### config.mk
export PLATFORM = sky130hd
export DESIGN_NAME = truth_table_sweeper
export DESIGN_NICKNAME = d
export VERILOG_FILES = /design/src/rtl/tt_pkg.sv /design/src/rtl/tt_settle_timer.sv /design/src/rtl/truth_table_sweeper.sv
export SDC_FILE = /design/constraint.sdc
export NUM_CORES = 1
export LEC_CHECK = 0
export BUFFER_PORTS_ARGS = -buffer_cell sky130_fd_sc_hd__buf_2
export CELL_PAD_IN_SITES_DETAIL_PLACEMENT = 0
export CELL_PAD_IN_SITES_GLOBAL_PLACEMENT = 1
export CORE_MARGIN = 3
export CORE_UTILIZATION = 30
export CTS_CLUSTER_SIZE = 16
export DETAILED_ROUTE_END_ITERATION = 8
export PLACE_DENSITY = 0.65
export SLEW_MARGIN = 40
export SYNTH_ARGS = -nofsm -noshare
export SYNTH_HDL_FRONTEND = slang
export SYNTH_SLANG_ARGS = --single-unit
### constraint.sdc
create_clock -name clk -period 2.2 [get_ports clk]
set_input_delay 0 -clock clk [delete_from_list [all_inputs] [get_ports clk]]
set_output_delay 0 -clock clk [all_outputs]
set_load 0.005 [all_outputs]
### src/rtl/tt_pkg.sv
// Shared constants, state encoding and helpers for the truth-table sweeper.
package tt_pkg;

  localparam int N_VARS   = 4;
  localparam int N_ROWS   = 16;
  localparam int ROW_W    = 4;
  localparam int CNT_W    = 5;
  localparam int SETTLE_W = 4;

  localparam logic [ROW_W-1:0] LAST_ROW = ROW_W'(N_ROWS - 1);
  localparam logic [CNT_W-1:0] CNT_MAX  = CNT_W'(N_ROWS);

  typedef enum logic [1:0] {
    IDLE   = 2'd0,
    DRIVE  = 2'd1,
    SAMPLE = 2'd2,
    DONE   = 2'd3
  } state_t;

  // Mismatch counter increment that stops at N_ROWS.
  function automatic logic [CNT_W-1:0] sat_inc(input logic [CNT_W-1:0] v);
    return (v >= CNT_MAX) ? v : v + CNT_W'(1);
  endfunction

endpackage

### src/rtl/tt_settle_timer.sv
// Loadable down-counter that measures how long each row is held before
// the function output is sampled. zero is high once the hold has elapsed.
module tt_settle_timer
  import tt_pkg::*;
#(
  parameter int SETTLE = 1
) (
  input  logic clk,
  input  logic reset,
  input  logic load,
  input  logic dec,
  output logic zero
);

  if (SETTLE < 1 || SETTLE > 15) begin : g_bad_settle
    $error("tt_settle_timer: SETTLE must be in 1..15");
  end

  localparam logic [SETTLE_W-1:0] RELOAD = SETTLE_W'(SETTLE - 1);

  logic [SETTLE_W-1:0] cnt_q;

  // Reload on request, otherwise count down to zero and stay there.
  // NOTE: sequential state uses non-blocking assignments so every flop
  // samples the pre-edge values of its neighbours.
  always_ff @(posedge clk) begin
    if (reset) begin
      cnt_q <= '0;
    end else if (load) begin
      cnt_q <= RELOAD;
    end else if (dec && cnt_q != '0) begin
      cnt_q <= cnt_q - SETTLE_W'(1);
    end
  end

  assign zero = (cnt_q == '0);

endmodule

### src/rtl/truth_table_sweeper.sv
// Walks a 4-input combinational function through all 16 input rows,
// captures its output into a truth table and compares it against a
// latched expected minterm mask.
module truth_table_sweeper
  import tt_pkg::*;
#(
  parameter int SETTLE       = 1,
  parameter bit STOP_ON_FAIL = 1'b0
) (
  input  logic              clk,
  input  logic              reset,
  input  logic              start,
  input  logic [N_ROWS-1:0] expected,
  output logic              x,
  output logic              y,
  output logic              w,
  output logic              z,
  input  logic              s,
  output logic              busy,
  output logic              done,
  output logic [N_ROWS-1:0] table_out,
  output logic              match,
  output logic [CNT_W-1:0]  mismatch_count,
  output logic [ROW_W-1:0]  first_fail,
  output logic              fail_valid
);

  state_t              state_q, state_d;
  logic [ROW_W-1:0]    row_q;
  logic [N_ROWS-1:0]   exp_q;
  logic [N_ROWS-1:0]   table_q;
  logic [CNT_W-1:0]    mcount_q;
  logic [ROW_W-1:0]    first_fail_q;
  logic                fail_valid_q;
  logic                match_q;

  logic accept;
  logic in_sample;
  logic row_fail;
  logic last_row;
  logic finish;
  logic timer_load;
  logic timer_zero;

  tt_settle_timer #(
    .SETTLE(SETTLE)
  ) u_timer (
    .clk  (clk),
    .reset(reset),
    .load (timer_load),
    .dec  (state_q == DRIVE),
    .zero (timer_zero)
  );

  // Row compare: a captured value that is not a clean match of the
  // expected bit counts as a failure.
  // NOTE: !== is used so an X or Z on s is reported as a mismatch in
  // simulation instead of silently passing; in hardware it reduces to !=.
  assign row_fail  = (s !== exp_q[row_q]);
  assign last_row  = (row_q == LAST_ROW);
  assign in_sample = (state_q == SAMPLE);
  assign finish    = last_row || (STOP_ON_FAIL && row_fail);

  // State register.
  always_ff @(posedge clk) begin
    if (reset) begin
      state_q <= IDLE;
    end else begin
      state_q <= state_d;
    end
  end

  // Next-state and control decode.
  // NOTE: every signal written here gets a default first so no path can
  // leave it unassigned and infer a latch.
  always_comb begin
    state_d    = state_q;
    accept     = 1'b0;
    timer_load = 1'b0;
    unique case (state_q)
      IDLE: begin
        if (start) begin
          accept     = 1'b1;
          timer_load = 1'b1;
          state_d    = DRIVE;
        end
      end
      DRIVE: begin
        if (timer_zero) state_d = SAMPLE;
      end
      SAMPLE: begin
        if (finish) begin
          state_d = DONE;
        end else begin
          timer_load = 1'b1;
          state_d    = DRIVE;
        end
      end
      DONE: begin
        state_d = IDLE;
      end
      default: state_d = IDLE;
    endcase
  end

  // Row counter and result registers: cleared on accept, updated once per
  // row in SAMPLE, held otherwise.
  always_ff @(posedge clk) begin
    if (reset) begin
      row_q        <= '0;
      exp_q        <= '0;
      table_q      <= '0;
      mcount_q     <= '0;
      first_fail_q <= '0;
      fail_valid_q <= 1'b0;
      match_q      <= 1'b0;
    end else if (accept) begin
      row_q        <= '0;
      exp_q        <= expected;
      table_q      <= '0;
      mcount_q     <= '0;
      first_fail_q <= '0;
      fail_valid_q <= 1'b0;
      match_q      <= 1'b0;
    end else if (in_sample) begin
      table_q[row_q] <= (s === 1'b1);
      if (row_fail) begin
        mcount_q <= sat_inc(mcount_q);
        if (!fail_valid_q) begin
          first_fail_q <= row_q;
          fail_valid_q <= 1'b1;
        end
      end
      if (finish) begin
        // Unvisited rows after an early stop count as failures.
        match_q <= last_row && !row_fail && !fail_valid_q;
      end else begin
        row_q <= row_q + ROW_W'(1);
      end
    end
  end

  assign {x, y, w, z}   = row_q;
  assign busy           = (state_q != IDLE);
  assign done           = (state_q == DONE);
  assign table_out      = table_q;
  assign match          = match_q;
  assign mismatch_count = mcount_q;
  assign first_fail     = first_fail_q;
  assign fail_valid     = fail_valid_q;

endmodule

==> results_dict.tcl, run 1 <==
set metrics [dict create \
    worstPathArrival_ns 2.28 \
    relSlewSlack 0.613 \
    yosys.area.top_type "dfxtp_1" \
    drtIter0Drc 80 \
    numCtsBuffers 5 \
    clock_path_buffers 2 \
    fin_cells 455 \
    place_inst 432 \
    synthCells 285 \
    max_freq_ghz 0.488 \
    yosysUniqueCellTypes 40 \
    ys_warn_count 0 \
    synthArstFlopShare 0 \
    grt_use_met1 0.174 \
    p_comb_frac 0.110 \
    antenna_left 0 \
    core-area_um2 7890 \
    grt_pass1_vias 2054 \
    setup_viol 0 \
    worstSetupPathType "reg2reg" \
    slew_viol_final 0 \
    cts.sinks 53 \
    grt_use_met2 0.213 \
    ios 53 \
    dp_slack_ns -0.0162 \
    power.internal_uw 1320 \
    hold_viol 0 \
    crit_path_start_kind "register" \
    ys_seq_elements 53 \
    syn2layout_area_growth_pct 26.5 \
    cap_viol_max_count 0 \
    p_total_uw 1750 \
    n_antenna_cell 0 \
    syn-cell-area_um2 2490 \
    synthFlopType "dfxtp_1" \
    overflow 0 \
    timing.final.crit_share 0.931 \
    synth.most_common_cell "dfxtp_1" \
    cts_root_buf "clkbuf_8" \
    top_usage_layer "met2" \
    synth_edf_count 0 \
    hold_ws_ns 0.0517 \
    swShare 0.250 \
    portBuffers 52 \
    htreeDepth 2 \
    rows 32 \
    skew_ns 0.00672 \
    drive_gt1_frac 0.249 \
    cp_slowest_cell "mux4_2" \
    rsz0062_at_grt "no" \
    powerDensity_nw_per_um2 557 \
    worstMarginPinSlew_ns 0.580 \
    fin_area_um2 3150 \
    crit_path_max_fanout 6 \
    grtUsageTotal 0.129 \
    cp_slowest_stage_delay_ns 0.57 \
    clkPwrFrac 0.320 \
    switchingPower_uw 438 \
    wl_per_cell_um 13.6 \
    vias 2183 \
    nets 379 \
    p_leak_uw 0.00125 \
    die_h_um 97.0 \
    synth_seq_area_share 0.427 \
    placed_cell_area_um2 2880 \
    antenna_found_initial 0 \
    ir_drop_v 0.000265 \
    setup.worst_path.end_class "register" \
    place.gp.congestion 0.718 \
    seq_power_share 0.570 \
    die_w_um 97.0 \
    drt-vias-per-instance 4.80 \
    drc 0 \
    hpwl_um 4560 \
    syn_nets 311 \
    cts_tree "yes" \
    start_util 0.315 \
    grt_max_degree 28 \
    period_minus_slack_ns 2.05 \
    avgSynthCellArea_um2 8.72 \
    synth_area_leaders "dfxtp_1 (43%), a21oi_1 (7.4%), nand2_1 (6.8%)" \
    synth_top_area_share 0.427 \
    grt_pass1_wl_um 10100 \
    clk_latency_ns 0.30 \
    drt_pass1_iterations 4 \
    min_path_type "in2reg" \
    worst_slack_ns 0.152 \
    outcome "complete, no violations" \
    ys_top_cells_by_count "dfxtp_1 (53), nand2_1 (45), a21oi_1 (37), nor2_1 (21)" \
    crit_chain "mux4_2, a22oi_4, nand3_4, a2111oi_4, mux2i_1" \
    met3_usage 0.0274 \
    routed_wl_um 6170 \
    clk_pin_slew_ns 0.10 \
    post_cts_buffers 0 \
    critPathRequiredTime_ns 2.43 \
    dieArea_um2 9420 \
]
-- power by group through the flow --
| stage | Sequential, µW | Combinational [µW] | Clock, µW |
|---|---|---|---|
| floorplan | 1020 | 118 | 0 |
| global placement | 1020 | 169 | 0 |
| detailed placement | 1020 | 172 | 0 |
| CTS | 1000 | 193 | 585 |
| global route | 1000 | 216 | 618 |
| finish | 1000 | 192 | 561 |
-- through the flow --
stage	TNS [ns]	utilization
after floorplan	0	-
after global placement	0	0.365
after detailed placement	-0.0162	0.365
after CTS	0	0.397
after global routing	0	0.399
final	0	0.399
-- state kept, by name (all words and copies together) (netlist names) --
signal / cells
exp_q: 16
first_fail: 4
table_out: 16
state_q: 2
u_timer.cnt_q: 4
fail_valid: 1
row_q: 4
match: 1
mismatch_count: 5
-- final cells by class --
class                           count  area [µm²]
Clock buffer                        6        82.6
Clock inverter                      1        7.51
Fill cell                         820        4740
Inverter                            5        18.8
Multi-Input combinational cell    209        1340
Sequential cell                    53        1060
Tap cell                          102         128
Timing Repair Buffer               79         503
-- placed cells by master (no fill, tap or decap), types with 2 or more instances in the layout --
cell / synthesis / layout
buf_2: 2 / 52
nor4b_1: 2 / 2
a211oi_1: 2 / 2
or3_1: 3 / 3
a21oi_1: 37 / 37
clkbuf_8: 0 / 6
buf_4: 0 / 11
a22oi_4: 2 / 2
a2111oi_2: 1 / 2
nor2_1: 21 / 21
mux4_2: 4 / 4
xnor2_1: 2 / 2
dfxtp_1: 53 / 52
nand4_1: 11 / 11
dlygate4sd3_1: 0 / 16
ha_1: 6 / 6
and2_1: 3 / 3
nor3_1: 3 / 3
mux2i_2: 0 / 2
nand2b_1: 5 / 5
o21a_1: 2 / 2
nand3_1: 15 / 15
nand2_1: 45 / 45
o21ai_0: 15 / 15
mux2i_1: 12 / 10
inv_1: 5 / 5
nor2b_1: 2 / 2
xor2_1: 3 / 3
-- routing by layer --
layer  vias to the layer above  share of wire
met1                      1011           0.49
li1                       1135              -
met5                         -              0
met4                         0         0.0076
met2                        35           0.47
met3                         2          0.035
-- worst max-delay path, delay by kind of cell, from the launching register on --
family / cells / cell delay, ns
mux: 2 / 0.79
compound gates: 2 / 0.64
flops: 1 / 0.42
simple gates: 1 / 0.15
-- what timing repair did --
item	in CTS	in global routing
resized for setup	1	4
endpoints found under the setup margin	2	2
hold endpoints to repair	16	0
hold buffers	16	0
-- final timing paths --
path / start / endpoint / slack [ns] / cells after the start
setup / recovery: row_q[0] / mismatch_count[3] / 0.15 / 5
hold / removal: start / state_q[0] / 0.05 / 5
setup reg to reg: row_q[0] / mismatch_count[3] / 0.15 / 5
hold reg to reg: exp_q[5] / exp_q[5] / 0.46 / 2
-- kinds of logic after synthesis --
group           after synthesis  share of synthesized area
simple gates                115                      0.222
compound gates               67                      0.180
mux                          16                     0.0846
flops                        53                      0.427
fa+ha+maj                     6                     0.0302
buf+inv                      23                     0.0388
xor+xnor                      5                     0.0176
(Power assumes the default switching activity.)
==> inputs of run 2 (changes only) <==
CAP_MARGIN = 0   (was unset)
REMOVE_ABC_BUFFERS = 1   (was unset)
==> run 2 against run 1 <==
  * Final cell count is 1.3% higher
  * Register-to-register slack better by 0.08 ns
  * Design area is 1.6% higher
  * Count of clock-buffer cells in the layout is 1 lower
  * Maximum frequency is 4.0% higher
  * Critical path type unchanged
  * Critical endpoint unchanged
  * Highest routed layer unchanged
==> results_dict.tcl, run 2 (synthesis gave the netlist of run 1 again) <==
set metrics [dict create \
    grt_use_met1 0.179 \
    relSlewSlack 0.515 \
    post_cts_buffers 0 \
    drive_gt1_frac 0.259 \
    core-area_um2 7890 \
    worstMarginPinSlew_ns 0.728 \
    p_leak_uw 0.00129 \
    grt_max_degree 26 \
    hpwl_um 4520 \
    hold_path_depth 5 \
    p_total_uw 1840 \
    dp_slack_ns 0.112 \
    grtUsageTotal 0.132 \
    cap_viol_max_count 0 \
    min_to "state_q[0]" \
    clk_pin_slew_ns 0.09 \
    cts.sinks 53 \
    top_usage_layer "met2" \
    rr_endpoint "mismatch_count[3]" \
    wl_per_cell_um 13.0 \
    overflow 0 \
    worst_slack_ns 0.230 \
    final_core_util 0.405 \
    tns_ns 0 \
    worstPathArrival_ns 2.21 \
    outcome "complete, no violations" \
    clock_path_buffers 2 \
    cts_root_buf "clkbuf_8" \
    drc 0 \
    layout_common_cells "dfxtp_1 (52), buf_2 (52), nand2_1 (45), a21oi_1 (37), nor2_1 (21)" \
    grt_pass1_vias 2147 \
    start_util 0.315 \
    cts_tree "yes" \
    hold_viol 0 \
    crit_path_start_kind "register" \
    grt_pass1_wl_um 10400 \
    worstSetupPathType "reg2reg" \
    ios 53 \
    skew_ns 0.00651 \
    grt_use_met2 0.211 \
    multi_input_area_um2 1340 \
    drt_pass1_iterations 4 \
    rsz0062_at_grt "no" \
    min_from "start" \
    hold_ws_ns 0.0579 \
    timing.reg2reg.setup_slack_ns 0.23 \
    portBuffers 52 \
    vias 2183 \
    period_minus_slack_ns 1.97 \
    timing.final.crit_share 0.895 \
    min_path_type "in2reg" \
    clk_latency_ns 0.30 \
    slew_viol_final 0 \
    htreeDepth 2 \
    die_w_um 97.0 \
    nets 385 \
    die_h_um 97.0 \
    critPathRequiredTime_ns 2.44 \
    dieArea_um2 9420 \
    crit_path_max_fanout 5 \
    regArea_um2 1060 \
    antenna_left 0 \
    worstReg2RegStart "row_q[0]" \
    drtIter0Drc 48 \
    ir_drop_v 0.000255 \
    drt-vias-per-instance 4.74 \
    max_freq_ghz 0.508 \
    met3_usage 0.0303 \
    setup_viol 0 \
    antenna_found_initial 0 \
    powerDensity_nw_per_um2 576 \
    fillers 838 \
    setup.worst_path.end_class "register" \
    routed_wl_um 5990 \
    n_antenna_cell 0 \
    numCtsBuffers 5 \
    syn2layout_area_growth_pct 28.6 \
    rr_worst_depth 5 \
    place.gp.congestion 0.773 \
    rows 32 \
]
run 2: cell types whose count changed in the layout (fill, tap and decap cells not counted), sizes merged:
cell,delta
bufinv,+1
clkinv,+1
clkinvlp,-1
clkbuf,-1
buf,+6
run 2: worst max-delay path by stage:
stage,from,end
floorplan,row_q[0],mismatch_count[3]
global placement,row_q[0],mismatch_count[2]
detailed placement,row_q[0],mismatch_count[2]
CTS,row_q[0],mismatch_count[2]
global route,row_q[0],mismatch_count[3]
finish,row_q[0],mismatch_count[3]
run 2: power breakdown:
group          total (µW)  leakage [µW]  switching (µW)  internal [µW]
combinational         197      0.000807             108           89.2
sequential            999      0.000430            16.0            983
clock                 645     0.0000540             314            331
total                1840       0.00129             438           1400
run 2: layout make-up:
type,count,share of cell area
repair buffers,85,0.171
inverters,5,0.00587
clock buffers,5,0.0215
multi-input cells,209,0.418
well taps,102,0.0399
clock inverters,2,0.0110
flip-flops and latches,53,0.332
run 2: through the flow:
step | std cells | cell area (µm²)
global route | 461 | 3200
finish | 461 | 3200
floorplan | 267 | 2410
detailed placement | 438 | 2920
CTS | 461 | 3190
global placement | 438 | 2920
run 2: layer usage:
layer / routed length [µm] / vias up
li1: - / 1155
met1: 2940 / 971
met2: 2690 / 50
met3: 287 / 7
met4: 73 / 0
met5: 0 / -
run 2: critical path: stages, from the launching register on:
cell and delay [ns]:
dfxtp_2 0.42, mux4_2 0.57, a22oi_4 0.26, nand3_4 0.12, a2111oi_4 0.33, mux2i_1 0.21
run 2: what timing repair did:
action / in CTS / in global routing
endpoints found under the setup margin: 0 / 3
endpoints found under the hold margin: 16 / 0
hold buffers: 16 / 0
gates resized for setup: 0 / 3
